<file path="config.mk">
export PLATFORM = sky130hd
export DESIGN_NAME = adda_pll_supervisor
export DESIGN_NICKNAME = d
export VERILOG_FILES = /design/src/rtl/adda_pkg.sv /design/src/rtl/sync_2ff.sv /design/src/rtl/adda_pll_supervisor.sv
export SDC_FILE = /design/constraint.sdc
export NUM_CORES = 1
export LEC_CHECK = 0
export ABC_AREA = 1
export BUFFER_PORTS_ARGS = -buffer_cell sky130_fd_sc_hd__buf_2
export CAP_MARGIN = 20
export CORE_MARGIN = 2
export CORE_UTILIZATION = 60
export CTS_BUF_LIST = sky130_fd_sc_hd__clkbuf_16
export DETAILED_ROUTE_END_ITERATION = 12
export PLACE_DENSITY = 0.8
export SYNTH_ARGS = -nofsm -noshare
export SYNTH_HDL_FRONTEND = slang
export SYNTH_SLANG_ARGS = --single-unit
export TNS_END_PERCENT = 100
</file>
<file path="constraint.sdc">
create_clock -name init_clk -period 5.58 [get_ports init_clk]
set_input_delay 1.674 -clock init_clk [delete_from_list [all_inputs] [get_ports init_clk]]
set_output_delay 1.674 -clock init_clk [all_outputs]
set_load 0.005 [all_outputs]
</file>
<file path="src/rtl/adda_pkg.sv">
`default_nettype none
// ============================================================================
//  Module   : adda_pkg
//  Purpose  : Shared definitions for the ADDA clocking blocks: the PLL
//             supervisor state encoding and default timing constants.
//  Ports    : none (package)
//  Revision : 1.0 - initial release
// ============================================================================
package adda_pkg;

   // Encodings are visible on the supervisor's state output, so keep them fixed.
   typedef enum logic [2:0] {
      ST_RESET_PLL = 3'd0,
      ST_WAIT_LOCK = 3'd1,
      ST_STABLE    = 3'd2,
      ST_RUN       = 3'd3,
      ST_FAULT     = 3'd4
   } adda_pll_state_e;

   // Init clock is 50 MHz; 50000 cycles gives a 1 ms lock window.
   localparam int ADDA_INIT_CLK_PERIOD_NS = 20;
   localparam int ADDA_PLL_LOCK_TIMEOUT   = 1000000 / ADDA_INIT_CLK_PERIOD_NS;

endpackage : adda_pkg
`default_nettype wire

</file>
<file path="src/rtl/sync_2ff.sv">
`default_nettype none
// ============================================================================
//  Module   : sync_2ff
//  Purpose  : Single-bit two-flop synchroniser, reset to 0.
//  Ports    : clk - destination clock
//             rst - asynchronous active-high reset
//             d   - asynchronous input
//             q   - synchronised output (2 cycles of latency)
//  Revision : 1.0 - initial release
// ============================================================================
module sync_2ff (
   input  logic clk,
   input  logic rst,
   input  logic d,
   output logic q
);

   logic meta_q;
   logic sync_q;

   always_ff @(posedge clk or posedge rst) begin
      if (rst) begin
         meta_q <= 1'b0;
         sync_q <= 1'b0;
      end else begin
         meta_q <= d;
         sync_q <= meta_q;
      end
   end

   assign q = sync_q;

endmodule : sync_2ff
`default_nettype wire

</file>
<file path="src/rtl/adda_pll_supervisor.sv">
`default_nettype none
// ============================================================================
//  Module   : adda_pll_supervisor
//  Purpose  : Sequences the ADDA PLL: holds it in reset, waits for lock with
//             timeout and bounded retries, debounces lock before releasing
//             the ADC/DAC datapath, and re-sequences on lock loss in RUN.
//  Ports    : init_clk   - free-running controller clock
//             reset      - asynchronous active-high reset
//             pll_lock   - raw PLL lock (asynchronous)
//             restart    - one-cycle pulse forcing a fresh sequence
//             pll_rst    - PLL reset, active high
//             adda_ready - high only in RUN
//             fault      - high only in FAULT
//             state      - current state encoding
//             retry_cnt  - failed attempts since last RUN or restart
//             loss_cnt   - lock losses seen in RUN, saturating at 255
//  Revision : 1.0 - initial release
// ============================================================================
module adda_pll_supervisor
   import adda_pkg::*;
#(
   parameter int RST_CYCLES    = 64,
   parameter int LOCK_TIMEOUT  = ADDA_PLL_LOCK_TIMEOUT,
   parameter int STABLE_CYCLES = 1024,
   parameter int LOSS_FILTER   = 4,
   parameter int MAX_RETRIES   = 7,
   parameter int CNT_W         = 16
) (
   input  logic       init_clk,
   input  logic       reset,
   input  logic       pll_lock,
   input  logic       restart,
   output logic       pll_rst,
   output logic       adda_ready,
   output logic       fault,
   output logic [2:0] state,
   output logic [2:0] retry_cnt,
   output logic [7:0] loss_cnt
);

   // Terminal counts: a transition fires on the edge where the timer holds N-1.
   localparam logic [CNT_W-1:0] c_rst_last    = CNT_W'(RST_CYCLES - 1);
   localparam logic [CNT_W-1:0] c_timeout_last = CNT_W'(LOCK_TIMEOUT - 1);
   localparam logic [CNT_W-1:0] c_stable_last = CNT_W'(STABLE_CYCLES - 1);
   localparam logic [CNT_W-1:0] c_loss_last   = CNT_W'(LOSS_FILTER - 1);
   localparam logic [2:0]       c_max_retries = 3'(MAX_RETRIES);

   logic lock_s;

   adda_pll_state_e  state_q, state_d;
   logic [CNT_W-1:0] timer_q, timer_d;
   logic [CNT_W-1:0] low_run_q, low_run_d;
   logic [2:0]       retry_q, retry_d;
   logic [7:0]       loss_cnt_q, loss_cnt_d;
   logic             pll_rst_q, pll_rst_d;
   logic             adda_ready_q, adda_ready_d;
   logic             fault_q, fault_d;

   sync_2ff u_lock_sync (
      .clk (init_clk),
      .rst (reset),
      .d   (pll_lock),
      .q   (lock_s)
   );

   // State register, counters and registered output decodes.
   always_ff @(posedge init_clk or posedge reset) begin
      if (reset) begin
         state_q      <= ST_RESET_PLL;
         timer_q      <= '0;
         low_run_q    <= '0;
         retry_q      <= '0;
         loss_cnt_q   <= '0;
         pll_rst_q    <= 1'b1;
         adda_ready_q <= 1'b0;
         fault_q      <= 1'b0;
      end else begin
         state_q      <= state_d;
         timer_q      <= timer_d;
         low_run_q    <= low_run_d;
         retry_q      <= retry_d;
         loss_cnt_q   <= loss_cnt_d;
         pll_rst_q    <= pll_rst_d;
         adda_ready_q <= adda_ready_d;
         fault_q      <= fault_d;
      end
   end

   // Next-state and counter logic.
   always_comb begin
      state_d    = state_q;
      retry_d    = retry_q;
      loss_cnt_d = loss_cnt_q;
      low_run_d  = '0;

      case (state_q)
         ST_RESET_PLL: begin
            if (timer_q == c_rst_last) begin
               state_d = ST_WAIT_LOCK;
            end
         end
         ST_WAIT_LOCK: begin
            if (lock_s) begin
               state_d = ST_STABLE;
            end else if (timer_q == c_timeout_last) begin
               if (retry_q == c_max_retries) begin
                  state_d = ST_FAULT;
               end else begin
                  retry_d = retry_q + 3'd1;
                  state_d = ST_RESET_PLL;
               end
            end
         end
         ST_STABLE: begin
            // A lock drop restarts the debounce window but is not a failed attempt.
            if (!lock_s) begin
               state_d = ST_WAIT_LOCK;
            end else if (timer_q == c_stable_last) begin
               state_d = ST_RUN;
               retry_d = '0;
            end
         end
         ST_RUN: begin
            // low_run_q counts consecutive low cycles already seen; this cycle
            // is the LOSS_FILTER-th when it equals LOSS_FILTER-1.
            if (!lock_s) begin
               if (low_run_q == c_loss_last) begin
                  state_d    = ST_RESET_PLL;
                  loss_cnt_d = (loss_cnt_q == 8'hFF) ? loss_cnt_q : loss_cnt_q + 8'd1;
               end else begin
                  low_run_d = low_run_q + 1'b1;
               end
            end
         end
         ST_FAULT: begin
            state_d = ST_FAULT;
         end
         default: begin
            state_d = ST_RESET_PLL;
         end
      endcase

      // Restart overrides any lock-loss or timeout decision in the same cycle.
      if (restart) begin
         state_d    = ST_RESET_PLL;
         retry_d    = '0;
         loss_cnt_d = loss_cnt_q;
         low_run_d  = '0;
      end

      // Shared timer: cleared on every state entry (a restart counts as one),
      // otherwise counts up and parks at all-ones in long-lived states.
      if (restart || (state_d != state_q)) begin
         timer_d = '0;
      end else if (timer_q == {CNT_W{1'b1}}) begin
         timer_d = timer_q;
      end else begin
         timer_d = timer_q + 1'b1;
      end
   end

   // Outputs are decodes of the next state so they change on the entry edge.
   always_comb begin
      pll_rst_d    = (state_d == ST_RESET_PLL) || (state_d == ST_FAULT);
      adda_ready_d = (state_d == ST_RUN);
      fault_d      = (state_d == ST_FAULT);
   end

   assign pll_rst    = pll_rst_q;
   assign adda_ready = adda_ready_q;
   assign fault      = fault_q;
   assign state      = state_q;
   assign retry_cnt  = retry_q;
   assign loss_cnt   = loss_cnt_q;

endmodule : adda_pll_supervisor
`default_nettype wire

</file>
==> run metrics, run 1 <==
Final Skew=0.00568 ns; Hold Crit Start=u_lock_sync.meta_q; FF-to-FF End=timer_q[14]; Hold Slack=0.350 ns; register-to-register setup slack=3.62 ns; Worst setup EP type=register; Synth Warn #=0; power density over the cells=236 nW/um2; number of global-route vias before repair=2,193; post-cts sizing count=0; Yosys top cell by area=dfrtp_1; CP max FO=9; worst slew pin tran=0.484 ns; antenna fix cells=0; nets=385; clk sinks=51; initial DRC count=111; Worst Hold Depth=0; Seq/Total Area, Yosys=45.5%; first-pass GRT wire length=9080 um; drt first pass iters=4; clk root buf=clkbuf_16; CTS H-tree depth=2; Final Max Slew Viols=0; chip width=72.4 um; DRC violations left=0; fin area=3140 um2; Starting Density=63.1%; Endpoint, Worst Hold=u_lock_sync.q; asr flop ratio synth=100%; Startpoint Class=input port; relative slew slack=67.6%; Boundary Pins=21; setup TNS=0 ns; Skew-Pair Late Insertion Delay=0.28 ns; slowest stage cell, crit path=nand2_1; die height=72.4 um; layout cell share with drive strength beyond 1=15.1%; CP required=5.79 ns; crit path DAT=2.80 ns; CP Class=input port to register; Most used DFF post-synth=dfrtp_1; DIE AREA=5240 um2; dpl ws=2.68 ns; Setup Viol. Count Final=0; top cells by area, synth=dfrtp_1 (45%), nor2_1 (7.9%), nand2_1 (7.6%); vias per cell=5.25; Synth Register Bits=51; Final GP Congestion=0.871; Fmax=0.386 GHz; fillers=371; outcome=completed; Mapped Avg Cell Area=8.02 um2; most common cell in the netlist=nor2_1; max_cap viols=0; hpwl dp=3790 um; overall power=0.742 mW; largest net degree at the start of global routing=52; worst-case vdd ir drop=152 uV; grt ovf=0; Max stage delay on crit path=0.25 ns; Post-Synthesis Net Count=359; CTS tree=yes; GRT Overall Usage=21.9%; Core ar.=4440 um2; crit path time final=2.59 ns; Post-Syn Instances=350; Leak=1.53 nW; Post-CTS Hold Buffers=0; Row Count=24; setup ws final=2.99 ns; R2R Path Start=timer_q[0]; placed cell area=2960 um2; drt total wl=5200 um; CTS buffer count=5; Post-CTS Setup Bufs=0; Synth top cells by count=nor2_1 (59), nand2_1 (57), dfrtp_1 (50); number of flops mapped to enable cells by yosys=0; area of the mapped netlist=2810 um2; initial antenna violation count=0; final hold vios=0; PortBufs=20; clk buf depth=2; drt wl/cell=12.1 um; RSZ-0062 raised after global routing=false; synth-to-layout area growth=11.9%; synth unique cells=32; clock-pin slew on the worst setup and hold paths=0.06 ns; crit-path leading delay family=simple AND/OR/NAND/NOR gates; ANT nets after route=0; crit share post-route=46.5%; Min-Delay Path Class=register to register; worst path bufs/invs=2; cells along the critical path=buf_2 > nor3_1 > nand2_1 > inv_1 > o21ai_0 > a21oi_1; R2R cell count=11; area fraction of the dominant cell type after synthesis=44.6%; Vias=2,252
[kinds of logic after synthesis]
family                     share of synthesized area (%)
and+or+nand+nor                                     34.6
adders and majority gates                           2.23
AOI/OAI and AO/OA                                   5.35
buffers and inverters                               7.00
muxes                                              0.357
DFF                                                 45.5
xor gates and xnor gates                            4.99
[layout make-up]
cell class | instances | area [um2] | share of cell area (%)
inverter | 48 | 180 | 5.74
clock buffer | 5 | 125 | 3.99
timing repair buffer | 21 | 120 | 3.83
multi-input combinational | 249 | 1330 | 42.4
sequential | 51 | 1280 | 40.7
tap | 52 | 65.1 | 2.07
clock inverter | 3 | 38.8 | 1.24
[placed cells by master, fill, tap and decap left out, types with 4 or more instances in the layout]
master	netlist	routed
nor3_1	8	8
nor2_1	59	59
o21ai_0	16	16
a21oi_1	7	7
nand2_1	57	57
clkbuf_16	0	5
ha_1	5	5
nand3_2	4	4
nand2_2	4	4
dfrtp_1	50	50
nor2_2	12	12
xnor2_1	4	4
buf_2	1	20
nand3_1	29	29
xor2_1	12	12
nand4_1	13	13
inv_1	48	47
[flip-flops by register name, summed over array words and instances (netlist names)]
register and flops:
loss_cnt 8, retry_cnt 3, low_run_q 16, u_lock_sync.meta_q 1
fault 1, pll_rst 1, adda_ready 1, state 3
timer_q 16, u_lock_sync.q 1
[routing by layer]
metal  up-vias  share of wire, %  global-route usage (%)
li1       1181                 -                       -
met1      1022                46                    27.3
met2        41                49                    37.4
met3         8               2.9                    5.00
met4         0               1.5                    7.61
met5         -                 0                       0
[worst register-to-register path, delay by kind of cell (launching register included)]
kind,cells,cell delay [ns]
and+or+nand+nor,10,1.26
DFF,1,0.38
adders and majority gates,1,0.24
[metrics by stage]
step           cells  util [%]
2_1_floorplan    350         -
3_3_place_gp     420      66.5
3_5_place_dp     420      66.5
4_1_cts          428      70.2
5_1_grt          429      70.6
6_report         429      70.6
[how the worst max path moves through the flow]
stage / from / end / cells past startpoint
6_report: restart / low_run_q[5] / 6
5_1_grt: restart / low_run_q[5] / 6
4_1_cts: restart / low_run_q[5] / 6
3_5_place_dp: restart / low_run_q[5] / 6
3_3_place_gp: restart / loss_cnt[6] / 7
2_1_floorplan: reset / adda_ready / 1
[report_power, final]
group | total, mW | internal, mW | switching, mW
registers | 0.380 | 0.375 | 0.00462
clock network | 0.332 | 0.209 | 0.123
logic | 0.0308 | 0.0110 | 0.0198
Note: power is estimated with default switching activity, not from simulation.
==> inputs of run 2 (changes only) <==
--- a/config.mk
+++ b/config.mk
@@ -9,10 +9,10 @@
 export BUFFER_PORTS_ARGS = -buffer_cell sky130_fd_sc_hd__buf_2
 export CAP_MARGIN = 20
 export CORE_MARGIN = 2
-export CORE_UTILIZATION = 60
+export CORE_UTILIZATION = 54
 export CTS_BUF_LIST = sky130_fd_sc_hd__clkbuf_16
 export DETAILED_ROUTE_END_ITERATION = 12
-export PLACE_DENSITY = 0.8
+export PLACE_DENSITY = 0.76
 export SYNTH_ARGS = -nofsm -noshare
 export SYNTH_HDL_FRONTEND = slang
 export SYNTH_SLANG_ARGS = --single-unit
==> constraint.sdc (replaced) <==
create_clock -name init_clk -period 2.2 [get_ports init_clk]
set_input_delay 0.66 -clock init_clk [delete_from_list [all_inputs] [get_ports init_clk]]
set_output_delay 0.66 -clock init_clk [all_outputs]
set_load 0.005 [all_outputs]
==> run metrics, run 2 (synthesis gave the netlist of run 1 again) <==
outcome=completed; clock-pin slew on the worst setup and hold paths=0.06 ns (about the same); RSZ-0062 raised after global routing=false; Row Count=26 (+8.3%); worst path bufs/invs=2 (unchanged); Final GP Congestion=0.856 (-1.7%); Vias=2,312 (+2.7%); met1 Use GR=26.4% (-0.90 points); largest net degree at the start of global routing=33 (-37%); Core ar.=5070 um2 (+14%); layout cell share with drive strength beyond 1=15.3% (+0.18 points); final hold vios=0 (unchanged); worst-case vdd ir drop=483 uV (+220%); initial antenna violation count=0 (unchanged); initial DRC count=169 (+52%); crit share post-route=88.0%; CTS buffer count=5 (unchanged); crit-path leading delay family=simple AND/OR/NAND/NOR gates; Startpoint Class=register; drt total wl=5460 um (+5.1%); Leak=1.54 nW (+0.97%); fin area=3180 um2 (+1.2%); worst slew pin tran=0.454 ns (-0.0309 ns); CP max FO=16 (+7); number of global-route vias before repair=2,288 (+4.3%); clk root buf=clkbuf_16; commonest non-fill, non-tap cell in the layout=nor2_1; Skew-Pair Late Insertion Delay=0.29 ns (about the same); crit path time final=1.94 ns; drt wl/cell=12.2 um (+0.38%); Setup Viol. Count Final=0 (unchanged); synth-to-layout area growth=13.2%; max_cap viols=0 (unchanged); slowest stage cell, crit path=dfrtp_1; power density over the cells=594 nW/um2 (+150%); Fmax=0.517 GHz; grt ovf=0 (unchanged); Final Max Slew Viols=0 (unchanged); ANT nets after route=0 (unchanged); placed cell area=3010 um2 (+1.9%); CP Class=register to register; relative slew slack=69.7% (+2.2 points); cells along the critical path=ha_1 > inv_1 > nor2_1 > nand2_1 > nor2_1 > nand3_1 > nand2_1 > nand2_1 > nand3_1 > nand2_1 > inv_1 > nand3_4 > nor2_1; met3 GRT Util=3.79% (-1.2 points); clk sinks=51 (unchanged); Starting Density=55.3% (-7.8 points); fillers=453 (+22%); vias per cell=5.15 (-1.9%); setup TNS=0 ns (unchanged); Post-CTS Hold Buffers=0 (unchanged); PortBufs=20 (unchanged); Post-CTS Setup Bufs=0 (unchanged); GRT Overall Usage=20.8% (-1.0 points); commonest cells after routing, fill and taps aside=nor2_1 (59), nand2_1 (57), dfrtp_1 (50); die height=76.1 um (+5.1%); drt first pass iters=4 (unchanged); CP required=2.41 ns (-3.38 ns); CTS tree=yes; antenna fix cells=0 (unchanged); GR peak layer=met2; Worst setup EP type=register; CTS H-tree depth=2 (unchanged); first-pass GRT wire length=9940 um (+9.5%); post-cts sizing count=0 (unchanged); Max stage delay on crit path=0.38 ns (+0.13 ns); Min-Delay Path Class=register to register; GR Util met2=35.6% (-1.8 points); Boundary Pins=21 (unchanged); Final Skew=0.00696 ns (+0.00128 ns); Most common cell on crit path=nand2_1; chip width=76.1 um (+5.1%); DRC violations left=0 (unchanged); clk buf depth=2 (unchanged); DIE AREA=5790 um2 (+10%); nets=387 (+0.52%); crit path DAT=2.15 ns (-0.65 ns); hpwl dp=3980 um (+4.9%)
[run 2: cell types whose count changed in the layout (fill, tap and decap cells not counted)]
cell / delta
inv_1: +2
clkinv_1: -1
clkinv_2: -1
buf_4: +2
[run 2: report_power, final]
group | switching (mW) | internal (mW)
Combinational | 0.0506 | 0.0275
Clock | 0.318 | 0.528
Sequential | 0.0116 | 0.952
[run 2: path summary, 6_finish.rpt]
| check | startpoint | end | slack [ns] | cells after the start |
|---|---|---|---|---|
| worst max-delay path | low_run_q[0] | timer_q[10] | 0.26 | 13 |
| worst min-delay path | u_lock_sync.meta_q | u_lock_sync.q | 0.35 | 0 |
| worst max register to register | low_run_q[0] | timer_q[10] | 0.26 | 13 |
| worst min register to register | u_lock_sync.meta_q | u_lock_sync.q | 0.35 | 0 |
| max in group asynchronous | reset | pll_rst | 1.24 | 3 |
| min in group asynchronous | reset | low_run_q[1] | 0.37 | 2 |
[run 2: per-stage QoR]
stage               hold WS, ns  power, mW  worst slack [ns]  std cells  util, %
finish                    0.347       1.89             0.265        449     62.6
global route              0.360       1.95            0.0294        449     62.6
CTS                       0.350       1.91             0.274        449     62.6
detailed placement        0.336       1.06             0.292        441     59.4
global placement          0.335       1.06             0.373        441     59.4
floorplan                 0.331       1.03             0.312        350        -
[run 2: per-layer routing]
layer  routed length, um  part of all wire [%]
met1                2580                    47
met2                2660                    49
met3                 129                   2.4
met4                  99                   1.8
met5                   0                     0
[run 2: cell type report]
class,count,area (um2),area share (%)
Clock inverter,3,37.5,1.18
Timing Repair Buffer,23,135,4.26
Multi-Input combinational cell,249,1330,42.0
Sequential cell,51,1280,40.2
Tap cell,70,87.6,2.76
Inverter,48,180,5.67
Clock buffer,5,125,3.94
